--- config.mk ---
export PLATFORM = sky130hd
export DESIGN_NAME = horner_correction_sequencer
export DESIGN_NICKNAME = d
export VERILOG_FILES = /design/src/rtl/horner_pkg.sv /design/src/rtl/horner_coef_bank.sv /design/src/rtl/horner_correction_sequencer.sv
export SDC_FILE = /design/constraint.sdc
export NUM_CORES = 1
export LEC_CHECK = 0
export CORE_MARGIN = 2
export CORE_UTILIZATION = 54
export CTS_CLUSTER_DIAMETER = 150
export DETAILED_ROUTE_END_ITERATION = 8
export PLACE_DENSITY = 0.85
export SLEW_MARGIN = 20
export SYNTH_ARGS = -nofsm -noshare
export SYNTH_HDL_FRONTEND = slang
export SYNTH_SLANG_ARGS = --single-unit
--- constraint.sdc ---
create_clock -name clk -period 7.1 [get_ports clk]
set_input_delay 1.42 -clock clk [delete_from_list [all_inputs] [get_ports clk]]
set_output_delay 1.42 -clock clk [all_outputs]
set_load 0.02 [all_outputs]
--- src/rtl/horner_pkg.sv ---
// Shared types and constants for the Horner correction sequencer.
// Optional feature macro used by the top: HORNER_TIMEOUT_EN.
package horner_pkg;

  localparam int          FLOAT_W    = 32;
  localparam logic [31:0] FLOAT_QNAN = 32'h7FC0_0000;
  localparam int          COEF_AW    = 4;

  typedef enum logic [1:0] {
    IDLE  = 2'd0,
    ISSUE = 2'd1,
    WAIT  = 2'd2,
    DONE  = 2'd3
  } state_t;

endpackage

--- src/rtl/horner_coef_bank.sv ---
// Coefficient register file: (ORDER+1) x FLOAT_W words, synchronous write,
// asynchronous read by index, synchronous clear on reset.
// Writes to an index above ORDER match no entry and are dropped.
module horner_coef_bank
  import horner_pkg::*;
#(
  parameter int ORDER = 3
) (
  input  logic               clk,
  input  logic               reset,
  input  logic               wr_en,
  input  logic [COEF_AW-1:0] wr_addr,
  input  logic [FLOAT_W-1:0] wr_data,
  input  logic [COEF_AW-1:0] rd_addr,
  output logic [FLOAT_W-1:0] rd_data
);

  logic [FLOAT_W-1:0] mem [ORDER+1];

  // Write port; the index compare keeps out-of-range addresses from aliasing.
  always_ff @(posedge clk) begin
    if (reset) begin
      for (int i = 0; i <= ORDER; i++) mem[i] <= '0;
    end else if (wr_en) begin
      for (int i = 0; i <= ORDER; i++) begin
        if (wr_addr == COEF_AW'(i)) mem[i] <= wr_data;
      end
    end
  end

  // Read mux by index.
  always_comb begin
    rd_data = '0;
    for (int i = 0; i <= ORDER; i++) begin
      if (rd_addr == COEF_AW'(i)) rd_data = mem[i];
    end
  end

endmodule

--- src/rtl/horner_correction_sequencer.sv ---
// Sequences a pulse-handshake multiply-add engine through Horner's method
// to evaluate a per-channel correction polynomial of order ORDER.
// Optional macro HORNER_TIMEOUT_EN adds a per-transaction watchdog that
// forces a qNaN result and sets the sticky timeout_err flag.
//
// state | meaning
// IDLE  | waiting for a sample
// ISSUE | mac_data_in_ready high; operands acc, x, c_k presented
// WAIT  | waiting for the engine's completion pulse
// DONE  | result_ready high for one cycle
module horner_correction_sequencer
  import horner_pkg::*;
#(
  parameter int ORDER          = 3,
  parameter int TIMEOUT_CYCLES = 1023
) (
  input  logic               clk,
  input  logic               reset,
  input  logic [FLOAT_W-1:0] sample_in,
  input  logic               sample_in_ready,
  input  logic               coef_wr_en,
  input  logic [COEF_AW-1:0] coef_wr_addr,
  input  logic [FLOAT_W-1:0] coef_wr_data,
  output logic [FLOAT_W-1:0] mac_data_1,
  output logic [FLOAT_W-1:0] mac_data_2,
  output logic [FLOAT_W-1:0] mac_data_3,
  output logic               mac_data_in_ready,
  input  logic [FLOAT_W-1:0] mac_data_out,
  input  logic               mac_data_out_ready,
  output logic [FLOAT_W-1:0] result,
  output logic               result_ready,
  output logic               busy,
  output logic               timeout_err
);

  localparam logic [COEF_AW-1:0] TOP_IDX = COEF_AW'(ORDER);
  localparam logic [COEF_AW-1:0] START_K = COEF_AW'((ORDER > 0) ? ORDER - 1 : 0);
  localparam logic [COEF_AW-1:0] K_ONE   = COEF_AW'(1);

  state_t             state_q, state_d;
  logic [FLOAT_W-1:0] acc_q, acc_d;
  logic [FLOAT_W-1:0] x_q, x_d;
  logic [FLOAT_W-1:0] res_q, res_d;
  logic [COEF_AW-1:0] k_q, k_d;
  logic [COEF_AW-1:0] coef_rd_addr;
  logic [FLOAT_W-1:0] coef_rd;
  logic               busy_int;

`ifdef HORNER_TIMEOUT_EN
  localparam int TMO_W = $clog2(TIMEOUT_CYCLES + 1);
  logic [TMO_W-1:0] tmo_q, tmo_d;
  logic             terr_q, terr_d;
`endif

  assign busy_int = (state_q == ISSUE) || (state_q == WAIT);

  // Outside an evaluation the read port looks at c_N so acceptance can seed acc.
  assign coef_rd_addr = busy_int ? k_q : TOP_IDX;

  horner_coef_bank #(.ORDER(ORDER)) u_coef_bank (
    .clk     (clk),
    .reset   (reset),
    .wr_en   (coef_wr_en && !busy_int),
    .wr_addr (coef_wr_addr),
    .wr_data (coef_wr_data),
    .rd_addr (coef_rd_addr),
    .rd_data (coef_rd)
  );

  // Next-state and datapath update.
  always_comb begin
    state_d = state_q;
    acc_d   = acc_q;
    x_d     = x_q;
    k_d     = k_q;
    res_d   = res_q;
`ifdef HORNER_TIMEOUT_EN
    tmo_d   = tmo_q;
    terr_d  = terr_q;
`endif
    case (state_q)
      IDLE, DONE: begin
        state_d = IDLE;
        if (sample_in_ready) begin
          x_d   = sample_in;
          acc_d = coef_rd;
          k_d   = START_K;
`ifdef HORNER_TIMEOUT_EN
          terr_d = 1'b0;
`endif
          if (ORDER == 0) begin
            state_d = DONE;
            res_d   = coef_rd;
          end else begin
            state_d = ISSUE;
          end
        end
      end
      ISSUE: begin
        state_d = WAIT;
`ifdef HORNER_TIMEOUT_EN
        tmo_d = TMO_W'(TIMEOUT_CYCLES - 1);
`endif
      end
      WAIT: begin
        if (mac_data_out_ready) begin
          acc_d = mac_data_out;
          if (k_q == '0) begin
            state_d = DONE;
            res_d   = mac_data_out;
          end else begin
            k_d     = k_q - K_ONE;
            state_d = ISSUE;
          end
        end
`ifdef HORNER_TIMEOUT_EN
        else if (tmo_q == '0) begin
          state_d = DONE;
          res_d   = FLOAT_QNAN;
          terr_d  = 1'b1;
        end else begin
          tmo_d = tmo_q - TMO_W'(1);
        end
`endif
      end
      default: state_d = IDLE;
    endcase
  end

  // State and datapath registers.
  always_ff @(posedge clk) begin
    if (reset) begin
      state_q <= IDLE;
      acc_q   <= '0;
      x_q     <= '0;
      res_q   <= '0;
      k_q     <= '0;
    end else begin
      state_q <= state_d;
      acc_q   <= acc_d;
      x_q     <= x_d;
      res_q   <= res_d;
      k_q     <= k_d;
    end
  end

`ifdef HORNER_TIMEOUT_EN
  // Watchdog down-counter and sticky error flag.
  always_ff @(posedge clk) begin
    if (reset) begin
      tmo_q  <= '0;
      terr_q <= 1'b0;
    end else begin
      tmo_q  <= tmo_d;
      terr_q <= terr_d;
    end
  end
  assign timeout_err = terr_q;
`else
  assign timeout_err = 1'b0;
`endif

  assign mac_data_1        = acc_q;
  assign mac_data_2        = x_q;
  assign mac_data_3        = coef_rd;
  assign mac_data_in_ready = (state_q == ISSUE);
  assign result            = res_q;
  assign result_ready      = (state_q == DONE);
  assign busy              = busy_int;

endmodule

Word level (Yosys, flattened, before mapping):

Memory sizes are Yosys's and may differ from the RTL's.
Index checks and enable logic that the tools add are counted.

* add/sub/neg operators: 1
* eq/ne operators: 12
* muxes and demuxes: 38
* bitwise logic cells: 4
* reductions and logical operators: 13

Operator list (count)
* $mux W32: 10
* $pmux W32 S2: 1
* $mux W1: 19
* $eq A4 B2 Y1 const B: 4
* $mux W4: 4
* $logic_not A4 Y1: 3
* $eq A4 B1 Y1 const B: 2
* $pmux W4 S2: 1
* $ne A2 B2 Y1 const B: 3
* $pmux W2 S3: 1
* $reduce_and A3 Y1: 2
* $eq A2 B2 Y1 const B: 2
* $mux W2: 2
* $or A1 B1 Y1: 4
* $reduce_and A4 Y1: 1
* $sub A4 B1 Y4 const B: 1
* $eq A2 B1 Y1 const B: 1
* $logic_not A2 Y1: 1
* $reduce_and A2 Y1: 1
* $reduce_bool A2 Y1: 1
* $reduce_or A2 Y1: 1
* $logic_and A1 B1 Y1: 1
* $logic_not A1 Y1: 1
* $logic_or A1 B1 Y1: 1

* register bits: 102
* memory bits (writable): 128
* output and inout bits: 132
* memories kept: 1

Memories
* u_coef_bank.mem: depth 4, width 32, rd ports 4, clocked after memory_dff 0, write ports 4, line horner_coef_bank.sv:18 `logic [FLOAT_W-1:0] mem [ORDER+1];`

Logic depth before layout (Yosys ltp):

* depth in word-level cells: 10
* depth in mapped cells: 10
* depth with buffers taken out: 6

Hierarchy:

From an unflattened synthesis, not the netlist that was laid out.

* cell total of the unflattened synthesis: 893
* area, all modules: 10328.7 µm²

By module, submodules not included
* horner_coef_bank: instances 1, cells each 405, area each 5924.4 µm², sequential area each 3843.7 µm²
* horner_correction_sequencer: instances 1, cells each 488, area each 4404.2 µm², sequential area each 2042.0 µm²

Worst setup path after synthesis:

Ideal clock, no wire load.

* path kind: register -> output
* start point: register state_q[0]
* end point: output mac_data_3[10]
* arrival time: 1.951 ns
* path slack: 3.729 ns
* stages on the path, launching flop included: 7
* path through: dfxtp_1 -> inv_1 -> ha_1 -> or4_1 -> buf_2 -> nor2_1 -> a221o_1

* longest elaborated chain between the ends: 8
* elaborated cells on any way between the ends: 12

Ends and longest elaborated chain
* from (decl): line horner_correction_sequencer.sv:40 `state_t state_q, state_d;`
* from (signal assigned): line horner_correction_sequencer.sv:139 `state_q <= state_d;`
* $eq A2 B1 Y1 / $eq A2 B2 Y1 (equally long branches): line horner_correction_sequencer.sv:55 `assign busy_int = (state_q == ISSUE) || (state_q == WAIT);`
* $logic_or A1 B1 Y1 (*): line horner_correction_sequencer.sv:55
* $mux W4 (*): line horner_correction_sequencer.sv:58 `assign coef_rd_addr = busy_int ? k_q : TOP_IDX;`
* $logic_not A4 Y1: line horner_coef_bank.sv:35 `if (rd_addr == COEF_AW'(i)) rd_data = mem[i];`
* $mux W32 (3 in series): line horner_coef_bank.sv:35
* $mux W32 (*): line horner_coef_bank.sv:35
* to (decl): line horner_correction_sequencer.sv:26 `output logic [FLOAT_W-1:0] mac_data_3,`

Mark *: on every way between the ends. The rest lies on a longest branch, timed or not.

Worst setup path after layout:

* start point: register k_q[1]
* end point: output mac_data_3[10]

* longest elaborated chain between the ends: 6
* elaborated cells on any way between the ends: 9

Ends and longest elaborated chain
* from (decl): line horner_correction_sequencer.sv:44 `logic [COEF_AW-1:0] k_q, k_d;`
* from (signal assigned): line horner_correction_sequencer.sv:143 `k_q <= k_d;`
* $mux W4 (*): line horner_correction_sequencer.sv:58
* $logic_not A4 Y1: line horner_coef_bank.sv:35
* $mux W32 (3 in series): line horner_coef_bank.sv:35
* $mux W32 (*): line horner_coef_bank.sv:35

Marks and branches as above.

==> impl_metrics.csv <==
group,metric,value,unit
outcome,outcome,"complete, no violations",
final_layout,final_cell_mix,"clkdlybuf4s50_1 (234), nand2_1 (158), and2_1 (129), edfxtp_1 (128), dfxtp_1 (101)",
clocking,cts_tree,"built",
clocking,cts.clk_slew.worst_paths,60,ps
clocking,cts_buffers,24,
route,drtIter0Drc,995,
global_routing,grt_pass1_wl,46300,µm
sta,rsz0062_at_grt,"false",
route,wl_per_cell,21.3,µm
sta,skew,13.8,ps
clocking,postCtsSetupBuffers,0,
route,drc,0,
sta,fmax,185,MHz
route,drt_pass1_iterations,5,
final_layout,finalNetCount,1289,
floorplanning,start_util,0.552,
final_layout,diodes,0,
sta,setup_viol,0,
clocking,clkLatencyLatePin,520,ps
critical_path,end_kind,"output port",
floorplanning,core,18700,µm²
floorplanning,io-pin-count,237,
yosys,synth_async_sr_flop_share,0,
global_routing,grtUsageTotal,0.296,
global_routing,grt_max_degree,79,
critical_path,critPathMaxFanout,31,
critical_path,cp-start-kind,"flip-flop",
final_layout,finalInstanceArea,13500,µm²
critical_path,path_class,"reg2out",
critical_path,crit_arrival,3980,ps
job,maxCapViolations,0,
global_routing,overflow,0,
final_layout,layout-drive-gt1-share,0.0769,
global_routing,grt_pass1_vias,8038,
placement,portBuffers,235,
clocking,cts_hold_buf,0,
sta,worstMarginPinSlew,1110,ps
sta,relSlewSlack,0.259,
floorplanning,die_x,142,µm
yosys,netlist_area,10300,µm²
sta,timing.final.crit_share,0.761,
pwr,power.density,234,nW/µm²
clocking,clk_path_buf_depth,3,
sta,post-route-worst-setup-slack,1700,ps
route,vias_per_cell,5.96,
floorplanning,die_area,20200,µm²
sta,finalHoldViolCount,0,
sta,tns,0,ps
yosys,syn_avg_cell_area,10.4,µm²
yosys,synthFlopType,"edfxtp_1",
sta,fin_crit,5400,ps
route,ant_nets,0,
clocking,cts_num_sinks,230,
yosys,ys_seq_area_frac,0.570,
placement,dp.final_hpwl,19900,µm
yosys,synth_seq_cells,230,
yosys,synth.net_count,1102,
critical_path,required,5680,ps
clocking,cts-root-buf,"clkbuf_16",
placement,dpl_cell_area,12800,µm²
route,vias,8526,
pwr,total_leakage_power,4.97,nW
final_layout,area_growth,31.2,%
sta,drv_slew,0,
worst_hold_path,hold_class,"reg2reg",
final_layout,utilization,0.724,
yosys,yosysWarningCount,0,
yosys,synthCells,992,
pwr,ir_drop,0.000172,V
global_routing,antenna_found_initial,0,
yosys,synth_cell_types,43,
route,drt-total-wl,30500,µm
floorplanning,rows,50,
clocking,htreeDepth,1,
yosys,synth_edf_count,128,
floorplanning,die_h,142,µm
placement,gp_congestion,0.859,
placement,post-place-ws,2420,ps
final_layout,final_common_cell,"clkdlybuf4s50_1",
clocking,cts_resized,0,
==> metal layers <==
layer	vias up	global-route usage	wire, µm
met1	4048	0.418	12800
li1	3901	-	-
met5	-	0	0
met3	58	0.0589	3180
met2	519	0.465	13800
met4	0	0.0911	794
==> stage by stage <==
step / power (W) / cells / hold slack [ps]
after floorplan: 0.00175 / 992 / 470
after global placement: 0.00198 / 1385 / 440
after detailed placement: 0.00199 / 1385 / 445
after CTS: 0.00317 / 1429 / 453
after global routing: 0.00326 / 1431 / 468
final: 0.00316 / 1431 / 451
==> path summary, 6_finish.rpt <==
check | from | endpoint | slack (ps) | cells after the start
setup / recovery | k_q[1]$_SDFFE_PP0P_ | mac_data_3[10] | 1700 | 4
hold / removal | mac_data_2[29]$_SDFFE_PP0P_ | mac_data_2[29]$_SDFFE_PP0P_ | 450 | 2
setup reg to reg | k_q[1]$_SDFFE_PP0P_ | mac_data_1[5]$_SDFFE_PP0P_ | 3820 | 4
hold reg to reg | mac_data_2[29]$_SDFFE_PP0P_ | mac_data_2[29]$_SDFFE_PP0P_ | 450 | 2
==> synthesized netlist by cell type (5+ instances only) <==
master | number | share of area
nand3b_1 | 27 | 0.020
a211o_1 | 49 | 0.042
nor3_1 | 36 | 0.017
and2_1 | 130 | 0.079
edfxtp_1 | 128 | 0.37
inv_1 | 6 | 0.0022
dfxtp_1 | 102 | 0.20
ha_1 | 5 | 0.0061
mux2i_1 | 11 | 0.011
nor2b_1 | 5 | 0.0030
a21oi_1 | 86 | 0.042
or3_1 | 26 | 0.016
buf_2 | 5 | 0.0024
buf_1 | 10 | 0.0036
o221a_2 | 19 | 0.021
nor2_1 | 18 | 0.0065
nand2_1 | 160 | 0.058
nor3b_1 | 49 | 0.036
clkbuf_1 | 69 | 0.025
a221o_1 | 9 | 0.0087
==> logic make-up (layout without fill, tap and decap cells) <==
| logic type | count (synthesis) | count (layout) | synth area share |
|---|---|---|---|
| and+or+nand+nor | 462 | 462 | 0.244 |
| AOI/OAI and AO/OA | 185 | 185 | 0.130 |
| other | 1 | 1 | 0.000363 |
| xor gates and xnor gates | 1 | 1 | 0.000848 |
| DFF | 230 | 230 | 0.570 |
| adders and majority gates | 5 | 5 | 0.00606 |
| buffers and inverters | 96 | 301 | 0.0374 |
| muxes | 12 | 12 | 0.0118 |
==> worst max-delay path, stage by stage, from the launching register on <==
cell and delay [ps]:
dfxtp_1 1000, and4bb_2 770, or2_1 710, a221o_1 320, clkdlybuf4s50_1 660
==> report_power, final <==
part / internal (W) / leakage (nW) / switching [W]
Combinational: 0.000210 / 2.43 / 0.000261
Clock: 0.000681 / 0.373 / 0.000512
Sequential: 0.00146 / 2.16 / 0.0000347
Total: 0.00235 / 4.97 / 0.000809
==> registers in the layout, indices dropped and copies added, names as in the netlist <==
name / count
state_q: 2
mac_data_1: 32
u_coef_bank.mem: 128
mac_data_2: 32
k_q: 4
result: 32
==> cell type report <==
cell class | instances | area (µm²)
clock buffer | 33 | 687
clock inverter | 11 | 63.8
fill | 1347 | 5160
inverter | 8 | 30.0
multi-input combinational | 666 | 4120
sequential | 230 | 5890
tap | 234 | 293
timing repair buffer | 249 | 2470
Note: power is estimated with default switching activity, not from simulation.
